File: src/rtl/pipe_ctrl_unit_if.sv
// Decode/control bus between the D-stage control unit and the rest of the 5-stage pipeline.
interface pipe_ctrl_unit_if;
  logic [31:0] instr_d;
  logic        flush_e;

  logic        branch_d;
  logic        bne_d;
  logic        jump_d;
  logic        jr_d;
  logic        illegal_d;
  logic        md_stall_d;

  logic        reg_dst_e;
  logic        alu_src_e;
  logic        zext_e;
  logic [3:0]  alu_ctrl_e;
  logic        shamt_sel_e;
  logic [1:0]  md_op_e;
  logic        md_start_e;
  logic        jal_e;
  logic [1:0]  mf_hilo_e;

  logic        we_dm_m;
  logic        we_reg_m;
  logic        dm2reg_m;
  logic        we_reg_w;
  logic        dm2reg_w;
  logic        md_busy;

  modport master (
    output instr_d, flush_e,
    input  branch_d, bne_d, jump_d, jr_d, illegal_d, md_stall_d,
    input  reg_dst_e, alu_src_e, zext_e, alu_ctrl_e, shamt_sel_e, md_op_e, md_start_e,
    input  jal_e, mf_hilo_e, we_dm_m, we_reg_m, dm2reg_m, we_reg_w, dm2reg_w, md_busy
  );

  modport slave (
    input  instr_d, flush_e,
    output branch_d, bne_d, jump_d, jr_d, illegal_d, md_stall_d,
    output reg_dst_e, alu_src_e, zext_e, alu_ctrl_e, shamt_sel_e, md_op_e, md_start_e,
    output jal_e, mf_hilo_e, we_dm_m, we_reg_m, dm2reg_m, we_reg_w, dm2reg_w, md_busy
  );
endinterface

File: src/rtl/pipe_ctrl_unit.sv
// Pipelined MIPS control unit: D-stage decode, E/M/W control registers and
// multi-cycle MULT/DIV busy sequencing with a stall request for the hazard unit.
module pipe_ctrl_unit #(
  parameter int unsigned MULT_CYCLES = 4,
  parameter int unsigned DIV_CYCLES  = 16,
  parameter int unsigned CNT_W       = 5
) (
  input logic             clk,
  input logic             rst_n,
  pipe_ctrl_unit_if.slave bus
);
  localparam logic [5:0] OP_RTYPE = 6'h00;
  localparam logic [5:0] OP_J     = 6'h02;
  localparam logic [5:0] OP_JAL   = 6'h03;
  localparam logic [5:0] OP_BEQ   = 6'h04;
  localparam logic [5:0] OP_BNE   = 6'h05;
  localparam logic [5:0] OP_ADDI  = 6'h08;
  localparam logic [5:0] OP_SLTI  = 6'h0A;
  localparam logic [5:0] OP_ANDI  = 6'h0C;
  localparam logic [5:0] OP_ORI   = 6'h0D;
  localparam logic [5:0] OP_LW    = 6'h23;
  localparam logic [5:0] OP_SW    = 6'h2B;

  localparam logic [5:0] FN_SLL   = 6'h00;
  localparam logic [5:0] FN_SRL   = 6'h02;
  localparam logic [5:0] FN_JR    = 6'h08;
  localparam logic [5:0] FN_MFHI  = 6'h10;
  localparam logic [5:0] FN_MFLO  = 6'h12;
  localparam logic [5:0] FN_MULT  = 6'h18;
  localparam logic [5:0] FN_MULTU = 6'h19;
  localparam logic [5:0] FN_DIV   = 6'h1A;
  localparam logic [5:0] FN_DIVU  = 6'h1B;
  localparam logic [5:0] FN_ADD   = 6'h20;
  localparam logic [5:0] FN_ADDU  = 6'h21;
  localparam logic [5:0] FN_SUB   = 6'h22;
  localparam logic [5:0] FN_SUBU  = 6'h23;
  localparam logic [5:0] FN_AND   = 6'h24;
  localparam logic [5:0] FN_OR    = 6'h25;
  localparam logic [5:0] FN_SLT   = 6'h2A;

  localparam logic [3:0] ALU_AND = 4'b0000;
  localparam logic [3:0] ALU_OR  = 4'b0001;
  localparam logic [3:0] ALU_ADD = 4'b0010;
  localparam logic [3:0] ALU_SUB = 4'b0110;
  localparam logic [3:0] ALU_SLT = 4'b0111;
  localparam logic [3:0] ALU_SLL = 4'b1000;
  localparam logic [3:0] ALU_SRL = 4'b1001;

  localparam logic [1:0] MD_MULT  = 2'b01;
  localparam logic [1:0] MD_MULTU = 2'b10;
  localparam logic [1:0] MD_DIV   = 2'b11;
  localparam logic [1:0] MF_LO    = 2'b01;
  localparam logic [1:0] MF_HI    = 2'b10;

  typedef struct packed {
    logic       reg_dst;
    logic       alu_src;
    logic       zext;
    logic [3:0] alu_ctrl;
    logic       shamt_sel;
    logic [1:0] md_op;
    logic       md_start;
    logic       jal;
    logic [1:0] mf_hilo;
    logic       we_dm;
    logic       we_reg;
    logic       dm2reg;
  } ctrl_t;

  logic [5:0]       opcode;
  logic [5:0]       funct;
  logic             unused_instr;
  ctrl_t            ctrl_c;
  ctrl_t            ctrl_e;
  logic             branch_c, bne_c, jump_c, jr_c, illegal_c;
  logic             md_in_d_c, mf_in_d_c, md_stall_c;
  logic             we_dm_m, we_reg_m, dm2reg_m, we_reg_w, dm2reg_w;
  logic [CNT_W-1:0] cnt;
  logic [CNT_W-1:0] cnt_nxt_c;
  logic             md_busy_q;

  assign opcode       = bus.instr_d[31:26];
  assign funct        = bus.instr_d[5:0];
  assign unused_instr = ^bus.instr_d[25:6];

  // Decode of the D-stage instruction; unsupported encodings leave the bundle all-zero.
  always_comb begin : decode
    ctrl_c    = '0;
    branch_c  = 1'b0;
    bne_c     = 1'b0;
    jump_c    = 1'b0;
    jr_c      = 1'b0;
    illegal_c = 1'b0;
    case (opcode)
      OP_RTYPE: begin
        case (funct)
          FN_ADD, FN_ADDU: begin ctrl_c.reg_dst = 1'b1; ctrl_c.we_reg = 1'b1; ctrl_c.alu_ctrl = ALU_ADD; end
          FN_SUB, FN_SUBU: begin ctrl_c.reg_dst = 1'b1; ctrl_c.we_reg = 1'b1; ctrl_c.alu_ctrl = ALU_SUB; end
          FN_AND:  begin ctrl_c.reg_dst = 1'b1; ctrl_c.we_reg = 1'b1; ctrl_c.alu_ctrl = ALU_AND; end
          FN_OR:   begin ctrl_c.reg_dst = 1'b1; ctrl_c.we_reg = 1'b1; ctrl_c.alu_ctrl = ALU_OR;  end
          FN_SLT:  begin ctrl_c.reg_dst = 1'b1; ctrl_c.we_reg = 1'b1; ctrl_c.alu_ctrl = ALU_SLT; end
          FN_SLL: begin
            ctrl_c.reg_dst = 1'b1; ctrl_c.we_reg = 1'b1; ctrl_c.shamt_sel = 1'b1; ctrl_c.alu_ctrl = ALU_SLL;
          end
          FN_SRL: begin
            ctrl_c.reg_dst = 1'b1; ctrl_c.we_reg = 1'b1; ctrl_c.shamt_sel = 1'b1; ctrl_c.alu_ctrl = ALU_SRL;
          end
          FN_JR:           jr_c = 1'b1;
          FN_MULT:         begin ctrl_c.md_op = MD_MULT;  ctrl_c.md_start = 1'b1; end
          FN_MULTU:        begin ctrl_c.md_op = MD_MULTU; ctrl_c.md_start = 1'b1; end
          FN_DIV, FN_DIVU: begin ctrl_c.md_op = MD_DIV;   ctrl_c.md_start = 1'b1; end
          FN_MFHI: begin ctrl_c.reg_dst = 1'b1; ctrl_c.we_reg = 1'b1; ctrl_c.mf_hilo = MF_HI; end
          FN_MFLO: begin ctrl_c.reg_dst = 1'b1; ctrl_c.we_reg = 1'b1; ctrl_c.mf_hilo = MF_LO; end
          default: illegal_c = 1'b1;
        endcase
      end
      OP_LW: begin
        ctrl_c.alu_src = 1'b1; ctrl_c.alu_ctrl = ALU_ADD; ctrl_c.we_reg = 1'b1; ctrl_c.dm2reg = 1'b1;
      end
      OP_SW:   begin ctrl_c.alu_src = 1'b1; ctrl_c.alu_ctrl = ALU_ADD; ctrl_c.we_dm = 1'b1; end
      OP_BEQ:  branch_c = 1'b1;
      OP_BNE:  bne_c = 1'b1;
      OP_ADDI: begin ctrl_c.alu_src = 1'b1; ctrl_c.alu_ctrl = ALU_ADD; ctrl_c.we_reg = 1'b1; end
      OP_SLTI: begin ctrl_c.alu_src = 1'b1; ctrl_c.alu_ctrl = ALU_SLT; ctrl_c.we_reg = 1'b1; end
      OP_ANDI: begin
        ctrl_c.alu_src = 1'b1; ctrl_c.zext = 1'b1; ctrl_c.alu_ctrl = ALU_AND; ctrl_c.we_reg = 1'b1;
      end
      OP_ORI: begin
        ctrl_c.alu_src = 1'b1; ctrl_c.zext = 1'b1; ctrl_c.alu_ctrl = ALU_OR; ctrl_c.we_reg = 1'b1;
      end
      OP_J:    jump_c = 1'b1;
      OP_JAL:  begin jump_c = 1'b1; ctrl_c.jal = 1'b1; ctrl_c.we_reg = 1'b1; end
      default: illegal_c = 1'b1;
    endcase
  end

  assign md_in_d_c  = ctrl_c.md_start;
  assign mf_in_d_c  = (ctrl_c.mf_hilo != 2'b00);
  assign md_stall_c = (md_busy_q && (md_in_d_c || mf_in_d_c)) || (ctrl_e.md_start && mf_in_d_c);

  // Busy counter: an issuing op reloads (new load wins), otherwise count down to zero.
  always_comb begin : cnt_next
    cnt_nxt_c = cnt;
    if (ctrl_c.md_start && !bus.flush_e) begin
      cnt_nxt_c = (ctrl_c.md_op == MD_DIV) ? CNT_W'(DIV_CYCLES) : CNT_W'(MULT_CYCLES);
    end else if (cnt != '0) begin
      cnt_nxt_c = cnt - CNT_W'(1);
    end
  end

  always_ff @(posedge clk or negedge rst_n) begin : stage_regs
    if (!rst_n) begin
      ctrl_e    <= '0;
      we_dm_m   <= 1'b0;
      we_reg_m  <= 1'b0;
      dm2reg_m  <= 1'b0;
      we_reg_w  <= 1'b0;
      dm2reg_w  <= 1'b0;
      cnt       <= '0;
      md_busy_q <= 1'b0;
    end else begin
      if (bus.flush_e) begin
        ctrl_e <= '0;
      end else begin
        ctrl_e <= ctrl_c;
      end
      we_dm_m   <= ctrl_e.we_dm;
      we_reg_m  <= ctrl_e.we_reg;
      dm2reg_m  <= ctrl_e.dm2reg;
      we_reg_w  <= we_reg_m;
      dm2reg_w  <= dm2reg_m;
      cnt       <= cnt_nxt_c;
      md_busy_q <= (cnt_nxt_c != '0);
    end
  end

  assign bus.branch_d    = branch_c;
  assign bus.bne_d       = bne_c;
  assign bus.jump_d      = jump_c;
  assign bus.jr_d        = jr_c;
  assign bus.illegal_d   = illegal_c;
  assign bus.md_stall_d  = md_stall_c;
  assign bus.reg_dst_e   = ctrl_e.reg_dst;
  assign bus.alu_src_e   = ctrl_e.alu_src;
  assign bus.zext_e      = ctrl_e.zext;
  assign bus.alu_ctrl_e  = ctrl_e.alu_ctrl;
  assign bus.shamt_sel_e = ctrl_e.shamt_sel;
  assign bus.md_op_e     = ctrl_e.md_op;
  assign bus.md_start_e  = ctrl_e.md_start;
  assign bus.jal_e       = ctrl_e.jal;
  assign bus.mf_hilo_e   = ctrl_e.mf_hilo;
  assign bus.we_dm_m     = we_dm_m;
  assign bus.we_reg_m    = we_reg_m;
  assign bus.dm2reg_m    = dm2reg_m;
  assign bus.we_reg_w    = we_reg_w;
  assign bus.dm2reg_w    = dm2reg_w;
  assign bus.md_busy     = md_busy_q;
endmodule

File: src/flat_wrapper.sv
// flat-port wrapper written by rule: the top's interface ports become plain ports
module pipe_ctrl_unit_flat 
#(
  parameter int unsigned MULT_CYCLES = 4,
  parameter int unsigned DIV_CYCLES  = 16,
  parameter int unsigned CNT_W       = 5
)
  (clk, rst_n, bus_instr_d, bus_flush_e, bus_branch_d, bus_bne_d, bus_jump_d, bus_jr_d, bus_illegal_d, bus_md_stall_d, bus_reg_dst_e, bus_alu_src_e, bus_zext_e, bus_alu_ctrl_e, bus_shamt_sel_e, bus_md_op_e, bus_md_start_e, bus_jal_e, bus_mf_hilo_e, bus_we_dm_m, bus_we_reg_m, bus_dm2reg_m, bus_we_reg_w, bus_dm2reg_w, bus_md_busy);
  pipe_ctrl_unit_if bus_i ();
  input logic clk;
  input logic rst_n;
  input wire logic [$bits(bus_i.instr_d)-1:0] bus_instr_d;
  input wire logic [$bits(bus_i.flush_e)-1:0] bus_flush_e;
  output wire logic [$bits(bus_i.branch_d)-1:0] bus_branch_d;
  output wire logic [$bits(bus_i.bne_d)-1:0] bus_bne_d;
  output wire logic [$bits(bus_i.jump_d)-1:0] bus_jump_d;
  output wire logic [$bits(bus_i.jr_d)-1:0] bus_jr_d;
  output wire logic [$bits(bus_i.illegal_d)-1:0] bus_illegal_d;
  output wire logic [$bits(bus_i.md_stall_d)-1:0] bus_md_stall_d;
  output wire logic [$bits(bus_i.reg_dst_e)-1:0] bus_reg_dst_e;
  output wire logic [$bits(bus_i.alu_src_e)-1:0] bus_alu_src_e;
  output wire logic [$bits(bus_i.zext_e)-1:0] bus_zext_e;
  output wire logic [$bits(bus_i.alu_ctrl_e)-1:0] bus_alu_ctrl_e;
  output wire logic [$bits(bus_i.shamt_sel_e)-1:0] bus_shamt_sel_e;
  output wire logic [$bits(bus_i.md_op_e)-1:0] bus_md_op_e;
  output wire logic [$bits(bus_i.md_start_e)-1:0] bus_md_start_e;
  output wire logic [$bits(bus_i.jal_e)-1:0] bus_jal_e;
  output wire logic [$bits(bus_i.mf_hilo_e)-1:0] bus_mf_hilo_e;
  output wire logic [$bits(bus_i.we_dm_m)-1:0] bus_we_dm_m;
  output wire logic [$bits(bus_i.we_reg_m)-1:0] bus_we_reg_m;
  output wire logic [$bits(bus_i.dm2reg_m)-1:0] bus_dm2reg_m;
  output wire logic [$bits(bus_i.we_reg_w)-1:0] bus_we_reg_w;
  output wire logic [$bits(bus_i.dm2reg_w)-1:0] bus_dm2reg_w;
  output wire logic [$bits(bus_i.md_busy)-1:0] bus_md_busy;
  assign bus_i.instr_d = bus_instr_d;
  assign bus_i.flush_e = bus_flush_e;
  assign bus_branch_d = bus_i.branch_d;
  assign bus_bne_d = bus_i.bne_d;
  assign bus_jump_d = bus_i.jump_d;
  assign bus_jr_d = bus_i.jr_d;
  assign bus_illegal_d = bus_i.illegal_d;
  assign bus_md_stall_d = bus_i.md_stall_d;
  assign bus_reg_dst_e = bus_i.reg_dst_e;
  assign bus_alu_src_e = bus_i.alu_src_e;
  assign bus_zext_e = bus_i.zext_e;
  assign bus_alu_ctrl_e = bus_i.alu_ctrl_e;
  assign bus_shamt_sel_e = bus_i.shamt_sel_e;
  assign bus_md_op_e = bus_i.md_op_e;
  assign bus_md_start_e = bus_i.md_start_e;
  assign bus_jal_e = bus_i.jal_e;
  assign bus_mf_hilo_e = bus_i.mf_hilo_e;
  assign bus_we_dm_m = bus_i.we_dm_m;
  assign bus_we_reg_m = bus_i.we_reg_m;
  assign bus_dm2reg_m = bus_i.dm2reg_m;
  assign bus_we_reg_w = bus_i.we_reg_w;
  assign bus_dm2reg_w = bus_i.dm2reg_w;
  assign bus_md_busy = bus_i.md_busy;
  pipe_ctrl_unit #(.MULT_CYCLES(MULT_CYCLES), .DIV_CYCLES(DIV_CYCLES), .CNT_W(CNT_W)) u_core (.clk(clk), .rst_n(rst_n), .bus(bus_i));
endmodule
File: config.mk
export PLATFORM = sky130hd
export DESIGN_NAME = pipe_ctrl_unit_flat
export DESIGN_NICKNAME = d
export VERILOG_FILES = /design/src/rtl/pipe_ctrl_unit_if.sv /design/src/rtl/pipe_ctrl_unit.sv /design/src/flat_wrapper.sv
export SDC_FILE = /design/constraint.sdc
export NUM_CORES = 1
export LEC_CHECK = 0
export ABC_AREA = 1
export BUFFER_PORTS_ARGS = -buffer_cell sky130_fd_sc_hd__buf_2
export CORE_ASPECT_RATIO = 1.2
export CORE_MARGIN = 2
export CORE_UTILIZATION = 51
export CTS_CLUSTER_SIZE = 8
export DETAILED_ROUTE_END_ITERATION = 16
export HOLD_SLACK_MARGIN = 0.05
export PLACE_DENSITY = 0.84
export SYNTH_ARGS = -nofsm -noshare
export SYNTH_HDL_FRONTEND = slang
export SYNTH_SLANG_ARGS = --single-unit
File: constraint.sdc
create_clock -name clk -period 2.3 [get_ports clk]
set_input_delay 0.23 -clock clk [delete_from_list [all_inputs] [get_ports clk]]
set_output_delay 0.23 -clock clk [all_outputs]
set_load 0.03 [all_outputs]
* Word level (Yosys, flattened, before mapping)
Index checks and enable logic that the tools add are counted.
** Operators by class
- $add $sub $neg :: 1
- Equal/unequal tests :: 26
- Muxes and demuxes :: 26
- Reduce and logical (&&, ||, !) cells :: 23
** Operators with widths (number)
- 6-bit equality test (second input constant) :: 9
- 6-bit by 5-bit equality test with 1-bit output (second input constant) :: 6
- 6-bit by 4-bit equality test with 1-bit output (second input constant) :: 5
- 4-bit case mux with 6 select lines :: 1
- 6-bit by 2-bit equality test with 1-bit output (second input constant) :: 3
- 17-bit 2-to-1 mux :: 1
- 4-bit case mux with 4 select lines :: 1
- 16-bit OR reduction :: 1
- 5-bit 2-to-1 mux :: 3
- 1-bit 2-to-1 mux :: 14
- 6-bit by 3-bit equality test with 1-bit output (second input constant) :: 2
- 6-bit zero test :: 2
- 2-bit OR reduction :: 6
- 6-bit OR reduction :: 2
- 11-bit OR reduction :: 1
- 5-bit nonzero test :: 2
- 10-bit OR reduction :: 1
- 3-bit case mux with 3 select lines :: 1
- 5-bit by 1-bit subtractor with 5-bit output (second input constant) :: 1
- 4-bit 2-to-1 mux :: 1
- 1-bit case mux with 2 select lines :: 2
- 2-bit case mux with 2 select lines :: 1
- 1-bit logical AND :: 3
- 3-bit OR reduction :: 1
- 5 further kinds :: 6
** Storage, ports and cells
- Register bits :: 28
- Output and inout bits :: 26
- Logic and storage cells :: 95

* Logic depth before layout (Yosys ltp)
- Depth after elaboration :: 8
- Mapped depth :: 9

* Worst setup path after synthesis
Ideal clock, no wire load.
- Path type :: in2out
- Start :: input bus_instr_d[26]
- End :: output bus_illegal_d
- Arrival :: 1090 ps
- Data required time :: 2070 ps
- Setup slack :: 980 ps
- Stages on the path :: 7
- Path buffers :: 0
- Cells stage by stage :: nor2_2 > nand2_4 > nor2_8 > inv_2 > nor2_1 > nand2_1 > o21ai_1
** On the way
- Cells in the longest elaborated chain, start to end :: 3
- Elaborated cells on any way between the ends :: 13
** Ends and longest elaborated chain
- start, declared :: line flat_wrapper.sv:12 : input wire logic [$bits(bus_i.instr_d)-1:0] bus_instr_d;
- 6-bit by 3-bit equality test with 1-bit output, or another cell as far along :: line pipe_ctrl_unit.sv:94 : case (opcode)
- 10-bit OR reduction (no line)
- 1-bit case mux with 2 select lines * :: line pipe_ctrl_unit.sv:94
- end, declared :: line flat_wrapper.sv:18 : output wire logic [$bits(bus_i.illegal_d)-1:0] bus_illegal_d;
Every way passes the cells marked *; elsewhere a longest branch is shown, timed or not.

* Worst setup path in the final report
- Start :: input bus_instr_d[5]
- End :: output bus_illegal_d
** On the way
- Cells in the longest elaborated chain, start to end :: 4
- Elaborated cells on any way between the ends :: 19
** Ends and longest elaborated chain
- 6-bit equality test, or another cell as far along :: line pipe_ctrl_unit.sv:96 : case (funct)
- 16-bit OR reduction (no line) *
- 1-bit 2-to-1 mux * :: line pipe_ctrl_unit.sv:96
- 1-bit case mux with 2 select lines * :: line pipe_ctrl_unit.sv:94
Marked as above.

==> results.md <==
- Worst-Skew Late Latency: 310 ps
- Yosys reg bits: 28
- Largest net degree at the start of global routing: 29
- CP Data Arrival Time: between 1000 and 1500 ps
- Setup CP Type: in -> out
- Clk root buf: clkbuf_4
- Number of max-cap violations: 0
- Total track usage: 0.1701
- Die X-Extent: 52.68 um
- Int Pwr: 853.1 uW
- Syn Area/Cell: just under 8 um^2
- IO Count: 61
- Layout cells sized above 1: 0.2636
- Netlist Area Pre-Place: 1450 um^2
- Power consumption: 1269 uW
- PwrDens: ~750 nW/um^2
- FF-to-FF Start: u_core.cnt[0]
- Clock Sinks: 28
- Initial Utilization: 0.5256
- Worst path slowest cell: nor2_1
- TritonCTS Buffers: 3
- FILL cells: 270
- Syn Inst Count: between 150 and 200
- Remaining DRCs: 0
- CP bufs+invs: 3
- Die footprint: 3287 um^2
- Number of gates resized after cts: 0
- WL/cell: 10.07 um
- Final worst-path cycle share: 0.6801
- Sequential group share of total power: 0.451
- Clk network pwr share: 0.245
- DRT Wirelength: 2557 um
- Outcome: complete, no violations
- Global placement routability congestion: about 0.91
- WP depth: 9
- Crit. End Element: primary output
- Clock buffer depth: 2
- Vias per Instance: 4.949
- Number of routed nets with antenna violations: 0
- Worst VDD drop: ~0.53 mV
- Cell variety after synth: 22
- Final hold violation count: 0
- Vias in the first global route: 1083
- CTS tree: done
- FMAX: roughly 0.64 GHz
- Type of element launching the critical path: primary input
- Worst Setup SP: bus_instr_d[5]
- Row count: 21
- Util after Layout: 0.6145
- Ys Warns: 0
- Switching Fraction: 0.3279
- Slew of the pin with the lowest slew margin: 591.3 ps
- CP max stage delay: 230 ps
- Leak: 0.001042 uW
- TNS Setup: 0 ps
- Worst-path maximum fanout: 5
- Global-route wire length before repair: 4409 um
- H-tree depth: 1
- Min-delay worst type: in -> reg
- Worst-path clk slew: 140 ps
- Relative slew slack: 0.6058
- Crit-path leading delay family: simple AND/OR/NAND/NOR gates
- IO buf count: 40
- Hold_sp: bus_instr_d[4]
- Grt total ovfl: 0
- Diodes inserted: 0
- Critical path, cell by cell: buf_2, inv_1, nor2_1, nand3_1, nand2_1, nor2_1, nand2_1, o21ai_1, buf_2
- Hold depth: 2
- Nets: between 200 and 300
- Postcts setup bufs: 0
- Die height: 62.41 um
- Combinational Power Share: 0.304
- Cell depth of the worst flop-to-flop path: 7
- Initial antenna violation count: 0
- Via count: 1257
- Psw: 416.3 uW
- Cts hold-fix bufs: 1
- TritonRoute pass-1 iters: 4
- Net Count, Synth: around 220
- Period minus WS final: 1564 ps
- Max Clock Skew: ~0.46 ps
- Initial DRC count: a little under 60
- Slew Limit Fails: 0
- Area Growth Syn to Fin: 16.91%
- Register area share after synthesis: 0.4832
- Final setup fails: 0
- DP HPWL: 2061 um
- Req. time, crit path: 2070 ps
- RSZ-0062 raised after global routing: no
- CORE AREA: about 2800 um^2
## placed cells by master, fill, tap and decap left out, types with 2 or more instances in the layout
cell,n
o21ai_1,3
inv_2,2
dfrtp_1,28
o21ai_0,4
nor2_2,3
nor4_1,4
nand4_1,3
nand2_1,33
a21oi_1,3
nand2_4,2
nand2_2,3
clkbuf_4,3
inv_1,29
nand3_1,19
nor2_1,31
buf_2,40
nor3_1,2
## cells in the mapped netlist
cell type,count,area (um^2)
o211ai_1,1,7.510
nand2_4,2,22.52
inv_1,29,108.9
nand3_4,1,17.52
clkinv_2,1,5.000
nand2_1,33,123.9
dfrtp_1,28,700.7
nor2_4,1,11.26
o21ai_1,3,15.01
nor2_8,1,20.02
nand3_1,19,95.09
nand2_2,3,18.77
nor2_2,3,18.77
nor4_1,4,25.02
nor3_1,2,10.01
ha_1,1,12.51
buf_4,8,60.06
nor2_1,31,116.4
inv_2,2,7.510
nand4_1,3,18.77
a21oi_1,3,15.01
o21ai_0,4,20.02
## routing by layer
layer  vias to the layer above  track usage  part of all wire
li1                        639            -                 -
met1                       572       0.2436              0.43
met2                        44       0.2719              0.49
met3                         2     0.002392             0.069
met4                         0      0.06731             0.011
met5                         -            0                 0
## cells by family after synthesis
| kind of cell | after synthesis | share of synthesized area |
|---|---|---|
| flip-flops | 28 | 0.4832 |
| AND/OR/NAND/NOR | 103 | 0.3434 |
| adder cells (fa/ha/maj) | 1 | 0.008627 |
| AO/OA/AOI/OAI | 11 | 0.03969 |
| buffers and inverters | 40 | 0.1251 |
## state kept, by name, summed over array words and instances, names as in the netlist
signal and cells:
u_core.ctrl_e 3, u_core.bus.reg_dst_e 1, u_core.bus.we_reg_w 1, u_core.bus.shamt_sel_e 1, u_core.bus.md_start_e 1, u_core.cnt 5
u_core.bus.mf_hilo_e 2, u_core.bus.we_reg_m 1, u_core.bus.alu_ctrl_e 4, u_core.bus.jal_e 1, u_core.bus.zext_e 1, u_core.bus.md_op_e 2
u_core.bus.dm2reg_w 1, u_core.bus.we_dm_m 1, u_core.bus.md_busy 1, u_core.bus.alu_src_e 1, u_core.bus.dm2reg_m 1
## per-stage QoR
stage	hold WS [ps]	area, um^2	worst slack (ps)	std cells
floorplan	-65.59	1450	980.3	183
global placement	268.6	1633	757.9	249
detailed placement	268.5	1633	747.2	249
CTS	99.59	1695	740.8	254
global route	92.18	1695	636.0	254
finish	113.5	1695	735.8	254
## power groups by stage
stage                     clock, uW  combinational [uW]  sequential [uW]
after floorplan                   0                 289              586
after global placement            0                 371              582
after detailed placement          0                 384              582
after CTS                       319                 388              572
after global routing            344                 443              581
final                           311                 386              572
## cell type report
type | instances | area [um^2] | share of cell area
flip-flops and latches | 28 | 700.7 | 0.4133
multi-input cells | 115 | 568.0 | 0.3351
repair buffers | 41 | 210.2 | 0.1240
inverters | 32 | 121.4 | 0.07159
well taps | 34 | 42.54 | 0.02509
clock inverters | 1 | 30.03 | 0.01771
clock buffers | 3 | 22.52 | 0.01328
## worst paths after layout
| path | slack (ps) | endpoint |
|---|---|---|
| min in group asynchronous | 450 | u_core.ctrl_e[0] |
| min reg2reg | 370 | u_core.bus.we_dm_m |
| max in group asynchronous | 1470 | u_core.cnt[1] |
| max reg2reg | 840 | u_core.bus.md_busy |
| max | 740 | bus_illegal_d |
| min | 110 | u_core.bus.shamt_sel_e |
Power figures use the tool's default switching activity.
